## src/rtl/apb_bridge_pkg.sv

```systemverilog
// rtl/apb_bridge_pkg.sv - shared state encoding, default windows and sizing helper for the APB bridge
package apb_bridge_pkg;

    typedef logic [1:0] state_t;

    localparam state_t ST_IDLE   = 2'd0;
    localparam state_t ST_SETUP  = 2'd1;
    localparam state_t ST_ACCESS = 2'd2;

    localparam logic [31:0] DEFAULT_BASE_ADDR  = 32'h1000_0000;
    localparam logic [31:0] DEFAULT_SLAVE_SPAN = 32'h0000_1000;

    // A single slave still needs a one-bit index register.
    function automatic int index_width(input int n);
        return (n <= 1) ? 1 : $clog2(n);
    endfunction

endpackage

```

## src/rtl/apb_addr_decoder.sv

```systemverilog
// rtl/apb_addr_decoder.sv - combinational window decode of a byte address into hit, slave index and one-hot select
module apb_addr_decoder
    import apb_bridge_pkg::*;
#(
    parameter int          NUM_SLAVES = 4,
    parameter logic [31:0] BASE_ADDR  = DEFAULT_BASE_ADDR,
    parameter logic [31:0] SLAVE_SPAN = DEFAULT_SLAVE_SPAN,
    parameter int          IDX_W      = index_width(NUM_SLAVES)
) (
    input  logic [31:0]           addr,
    output logic                  hit,
    output logic [IDX_W-1:0]      index,
    output logic [NUM_SLAVES-1:0] onehot
);

    localparam int          SPAN_SHIFT = $clog2(SLAVE_SPAN);
    // Upper bound computed in 33 bits so a window ending at 4 GiB does not wrap.
    localparam logic [32:0] LIMIT = {1'b0, BASE_ADDR} + 33'(NUM_SLAVES) * {1'b0, SLAVE_SPAN};

    logic [31:0] offset;
    logic [31:0] slot;

    always_comb begin
        offset = addr - BASE_ADDR;
        slot   = offset >> SPAN_SHIFT;
        hit    = (addr >= BASE_ADDR) && ({1'b0, addr} < LIMIT);
        index  = slot[IDX_W-1:0];
        onehot = '0;
        for (int s = 0; s < NUM_SLAVES; s++) begin
            onehot[s] = hit && (slot == 32'(s));
        end
    end

endmodule

```

## src/rtl/apb_bridge_multi.sv

```systemverilog
// rtl/apb_bridge_multi.sv - core memory port to multi-slave APB4 bridge with strobes, slave error and wait-state timeout
module apb_bridge_multi
    import apb_bridge_pkg::*;
#(
    parameter int          NUM_SLAVES     = 4,
    parameter int          DATA_W         = 32,
    parameter int          PADDR_W        = 12,
    parameter logic [31:0] BASE_ADDR      = DEFAULT_BASE_ADDR,
    parameter logic [31:0] SLAVE_SPAN     = DEFAULT_SLAVE_SPAN,
    parameter int          TIMEOUT_CYCLES = 255
) (
    input  logic                         clk,
    input  logic                         rst,
    input  logic                         mem_write,
    input  logic                         mem_read,
    input  logic [31:0]                  mem_addr,
    input  logic [DATA_W-1:0]            mem_write_data,
    input  logic [DATA_W/8-1:0]          mem_byte_en,
    output logic [DATA_W-1:0]            mem_read_data,
    output logic                         mem_ready,
    output logic                         mem_resp_valid,
    output logic                         mem_error,
    output logic                         PCLK,
    output logic                         PRESETn,
    output logic [NUM_SLAVES-1:0]        PSEL,
    output logic                         PENABLE,
    output logic                         PWRITE,
    output logic [PADDR_W-1:0]           PADDR,
    output logic [DATA_W-1:0]            PWDATA,
    output logic [DATA_W/8-1:0]          PSTRB,
    input  logic [NUM_SLAVES*DATA_W-1:0] PRDATA,
    input  logic [NUM_SLAVES-1:0]        PREADY,
    input  logic [NUM_SLAVES-1:0]        PSLVERR
);

    localparam int IDX_W = index_width(NUM_SLAVES);
    localparam int CNT_W = $clog2(TIMEOUT_CYCLES + 1);
    localparam logic [CNT_W-1:0] CNT_LAST = CNT_W'(TIMEOUT_CYCLES - 1);

    state_t                  state;
    logic [IDX_W-1:0]        sel_idx;
    logic [CNT_W-1:0]        wait_cnt;

    logic                    dec_hit;
    logic [IDX_W-1:0]        dec_index;
    logic [NUM_SLAVES-1:0]   dec_onehot;

    logic                    slave_ready;
    logic                    slave_err;
    logic [DATA_W-1:0]       slave_rdata;

    assign PCLK    = clk;
    assign PRESETn = ~rst;

    apb_addr_decoder #(
        .NUM_SLAVES (NUM_SLAVES),
        .BASE_ADDR  (BASE_ADDR),
        .SLAVE_SPAN (SLAVE_SPAN),
        .IDX_W      (IDX_W)
    ) u_decoder (
        .addr   (mem_addr),
        .hit    (dec_hit),
        .index  (dec_index),
        .onehot (dec_onehot)
    );

    // Only the selected slave's handshake is observed; other slaves may toggle freely.
    assign slave_ready = PREADY[sel_idx];
    assign slave_err   = PSLVERR[sel_idx];
    assign slave_rdata = PRDATA[32'(sel_idx) * DATA_W +: DATA_W];

    always_ff @(posedge clk) begin
        if (rst) begin
            state          <= ST_IDLE;
            sel_idx        <= '0;
            wait_cnt       <= '0;
            PSEL           <= '0;
            PENABLE        <= 1'b0;
            PWRITE         <= 1'b0;
            PADDR          <= '0;
            PWDATA         <= '0;
            PSTRB          <= '0;
            mem_read_data  <= '0;
            mem_resp_valid <= 1'b0;
            mem_error      <= 1'b0;
            mem_ready      <= 1'b1;
        end else begin
            mem_resp_valid <= 1'b0;
            mem_error      <= 1'b0;
            case (state)
                ST_IDLE: begin
                    // The response-cycle guard keeps the just-completed request from re-issuing.
                    if (dec_hit && (mem_read || mem_write) && !mem_resp_valid) begin
                        sel_idx   <= dec_index;
                        PSEL      <= dec_onehot;
                        PWRITE    <= mem_write;
                        PADDR     <= mem_addr[PADDR_W-1:0];
                        PWDATA    <= mem_write_data;
                        PSTRB     <= mem_write ? mem_byte_en : '0;
                        mem_ready <= 1'b0;
                        state     <= ST_SETUP;
                    end
                end
                ST_SETUP: begin
                    PENABLE  <= 1'b1;
                    wait_cnt <= '0;
                    state    <= ST_ACCESS;
                end
                ST_ACCESS: begin
                    if (slave_ready) begin
                        mem_read_data  <= PWRITE ? '0 : slave_rdata;
                        mem_error      <= slave_err;
                        mem_resp_valid <= 1'b1;
                        PSEL           <= '0;
                        PENABLE        <= 1'b0;
                        mem_ready      <= 1'b1;
                        state          <= ST_IDLE;
                    end else if (wait_cnt == CNT_LAST) begin
                        mem_read_data  <= '0;
                        mem_error      <= 1'b1;
                        mem_resp_valid <= 1'b1;
                        PSEL           <= '0;
                        PENABLE        <= 1'b0;
                        mem_ready      <= 1'b1;
                        state          <= ST_IDLE;
                    end else begin
                        wait_cnt <= wait_cnt + 1'b1;
                    end
                end
                default: state <= ST_IDLE;
            endcase
        end
    end

endmodule

```

## config.mk

```make
export PLATFORM = sky130hd
export DESIGN_NAME = apb_bridge_multi
export DESIGN_NICKNAME = d
export VERILOG_FILES = /design/src/rtl/apb_bridge_pkg.sv /design/src/rtl/apb_addr_decoder.sv /design/src/rtl/apb_bridge_multi.sv
export SDC_FILE = /design/constraint.sdc
export NUM_CORES = 1
export LEC_CHECK = 0
export CELL_PAD_IN_SITES_DETAIL_PLACEMENT = 1
export CELL_PAD_IN_SITES_GLOBAL_PLACEMENT = 2
export CORE_AREA = 2 2 121 123
export DETAILED_ROUTE_END_ITERATION = 12
export DIE_AREA = 0 0 123 125
export DONT_BUFFER_PORTS = 1
export GPL_TIMING_DRIVEN = 0
export PLACE_DENSITY_LB_ADDON = 0.1
export SYNTH_ARGS = -nofsm -noshare
export SYNTH_HDL_FRONTEND = slang
export SYNTH_HIERARCHICAL = 1
export SYNTH_SLANG_ARGS = --single-unit
```

## constraint.sdc

```tcl
create_clock -name clk -period 2.7 [get_ports clk]
set_input_delay 0.54 -clock clk [delete_from_list [all_inputs] [get_ports clk]]
set_output_delay 0.54 -clock clk [all_outputs]
set_load 0.01 [all_outputs]
```

==> impl_metrics.csv <==
group,metric,value,unit
floorplan,initial_utilization,32.9,%
sta,holdWs,0.203,ns
power_and_ir_drop,switching_share,21.3,%
global_route,grt_pass1_vias,4165,
routing,dr_total_vias,3792,
worst_setup_path,worst-endpoint-required,3.10,ns
worst_setup_path,start_kind,"flip-flop",
global_route,antenna_found_initial,0,
logic_synthesis,syn_inst,471,
global_route,grt_start_max_net_pins,17,
clock_network,cts_tree,"done",
logic_synthesis,synth_mux_area_share,17.1,%
worst_setup_path,critPathMaxFanout,10,
min_path,hold_class,"in -> reg",
sta,fin_skew,0.00623,ns
routing,wl_per_cell,22.9,um
sta,setup_viol,0,
logic_synthesis,synth_compound_area_share,17.4,%
logic_synthesis,synth_top_family_by_area,"compound AO/OA/AOI/OAI gates",
layout,drive_above_1_share,14.9,%
sta,min_period,2.38,ns
floorplan,die_h,125,um
layout,final_cell_mix,"nand2_1, dfxtp_1, a21oi_1, mux4_2, a22o_1",
worst_setup_path,slowest_stage,"nor4b_2",
sta,fmax,0.420,GHz
logic_synthesis,synthFlopType,"dfxtp_1",
clock_network,clock_latency,0.46,ns
layout,areaGrowthSynthToFinish,13.2,%
logic_synthesis,yosys.area_share.xor_xnor,0,%
routing,viasPerCell,5.63,
worst_setup_path,cp_common_cell,"inv_1",
floorplan,fp.dieArea,15400,sq um
power_and_ir_drop,p_leak,1.64,nW
logic_synthesis,syn_area,4670,sq um
floorplan,die_x,123,um
worst_setup_path,crit_path_end_kind,"flip-flop",
sta,min_period_over_period,88.2,%
worst_setup_path,slowest_delay,0.63,ns
power_and_ir_drop,max-vdd-ir-drop,0.390,mV
clock_network,holdBufCountCts,0,
global_route,grt_overflow_total,0,
placed_design,port_buffers,0,
logic_synthesis,syn_nets,685,
sta,rsz0062_at_grt,"no",
routing,drc,0,
sta,drv_slew,0,
power_and_ir_drop,comb_power_share,3.2,%
sta,hold_viol,0,
logic_synthesis,yosysSeqAreaShare,43.3,%
placed_design,dp.cells,655,
logic_synthesis,ys_async_sr_fraction,0,%
logic_synthesis,ys_types,52,
power_and_ir_drop,p_switching,680,uW
power_and_ir_drop,internal-power,2.52,mW
routing,antenna_left,0,
sta,tns,0,ns
layout,layout_commonest_cell,"nand2_1",
power_and_ir_drop,powerDensity,606,nW/um^2
floorplan,ios,299,
placed_design,gp_congestion,0.756,
worst_setup_path,worstPathCellList,"inv_1 > ha_1 > inv_1 > nor4b_2 > clkbuf_1 > a22o_1",
floorplan,row_count,44,
clock_network,postCtsSetupRepairBufs,0,
job,cap_violations,0,
routing,wirelength,15500,um
logic_synthesis,postSynthAreaPerCell,9.91,sq um
logic_synthesis,ys_warn_count,6,
floorplan,coreArea,14200,sq um
global_route,grtUsageTotal,19.7,%
clock_network,clk_pin_slew,0.07,ns
logic_synthesis,synth_fa_ha_area_share,1.61,%
layout,final_nets,699,
sta,slew_headroom,19.8,%
power_and_ir_drop,seq_power_share,46.6,%
clock_network,cts.repair.resized,0,
layout,stdcell_count,674,
global_route,grt_pass1_wl,23200,um
outcome,status,"finished, final reports clean",
power_and_ir_drop,clockPowerShare,50.2,%
logic_synthesis,ys_seq_elements,101,
layout,diodes,0,
logic_synthesis,synth_edf_count,0,
worst_setup_path,crit_arrival,2.78,ns
power_and_ir_drop,total_power,3.20,mW
routing,drt_iter0_markers,152,
sta,tightest_slew,1.19,ns
logic_synthesis,synthSimpleGateAreaFrac,16.0,%
routing,drtPass1Iterations,6,
worst_setup_path,path_class,"reg -> reg",
placed_design,place_hpwl,12200,um
-- stage by stage --
stage	utilization, %	setup WS [ns]	area [sq um]
after floorplan	-	0.381	4670
after global placement	34.5	-0.0374	4900
after detailed placement	34.5	-0.174	4900
after CTS	37.2	0.236	5280
after global routing	37.2	0.123	5280
final	37.2	0.318	5280
-- final cells by class --
type,count,area [sq um]
fill,1608,8920
multi-input combinational,325,2430
sequential,101,2020
clock buffer,14,328
tap,184,230
buffer,37,183
clock inverter,5,57.6
inverter,8,30.0
-- worst max-delay path, delay by kind of cell, from the launching register on --
kind | cells | cell delay (ns)
AO/OA/AOI/OAI | 1 | 0.22
adder cells (fa/ha/maj) | 1 | 0.34
buffers and inverters | 3 | 0.81
flip-flops | 1 | 0.32
AND/OR/NAND/NOR | 1 | 0.63
-- cells by family after synthesis --
| group | after synthesis |
|---|---|
| flip-flops | 101 |
| buffers and inverters | 45 |
| adder cells (fa/ha/maj) | 6 |
| AO/OA/AOI/OAI | 122 |
| multiplexers | 37 |
| AND/OR/NAND/NOR | 160 |
-- power by group through the flow --
| stage | Combinational, mW | Clock [mW] | Sequential [mW] |
|---|---|---|---|
| after floorplan | 0.0796 | 0.0305 | 1.53 |
| after global placement | 0.103 | 0.0305 | 1.53 |
| after detailed placement | 0.103 | 0.0305 | 1.53 |
| after CTS | 0.103 | 1.67 | 1.49 |
| after global routing | 0.109 | 1.74 | 1.49 |
| final | 0.101 | 1.61 | 1.49 |
-- cells in the mapped netlist, types with 2 or more instances --
master,number,area [sq um]
nor2_1,5,18.8
clkbuf_1,25,93.8
mux4_2,34,766
nor4b_1,3,26.3
nand2b_1,6,37.5
a311oi_1,4,35.0
o21ai_0,3,15.0
nor4_1,5,31.3
buf_4,3,22.5
ha_1,6,75.1
o31ai_1,2,15.0
nor4_2,2,25.0
nand2_1,113,424
mux2_2,2,22.5
or3_1,2,12.5
inv_1,8,30.0
o2111ai_1,2,17.5
buf_6,4,45.0
nor4b_2,2,30.0
buf_1,3,11.3
nor3_1,4,20.0
a21oi_1,62,310
a31oi_1,5,31.3
nand3_1,7,35.0
dfxtp_1,101,2020
a22o_1,32,280
-- state kept, by name, summed over array words and instances (netlist names) --
register	cells
mem_error	1
mem_ready	1
state	2
mem_read_data	32
PSTRB	4
sel_idx	2
PWRITE	1
PADDR	12
PSEL	4
PWDATA	32
PENABLE	1
mem_resp_valid	1
wait_cnt	8
-- final timing paths --
check	startpoint	end	slack, ns	depth (start not counted)
max	state[0]$_SDFFE_PP0P_	mem_read_data[5]$_SDFFE_PP0P_	0.32	6
min	rst	mem_resp_valid$_SDFF_PP0_	0.20	1
max reg2reg	state[0]$_SDFFE_PP0P_	mem_read_data[5]$_SDFFE_PP0P_	0.32	6
min reg2reg	PWDATA[20]$_SDFFE_PP0P_	PWDATA[20]$_SDFFE_PP0P_	0.50	2
-- per-layer routing --
layer	up-vias	share of wire, %	GRT usage [%]
li1	1756	-	-
met1	1836	36	21.3
met2	185	51	34.3
met3	15	12	9.67
met4	0	1.2	4.34
met5	-	0	0
(Power assumes the default switching activity.)
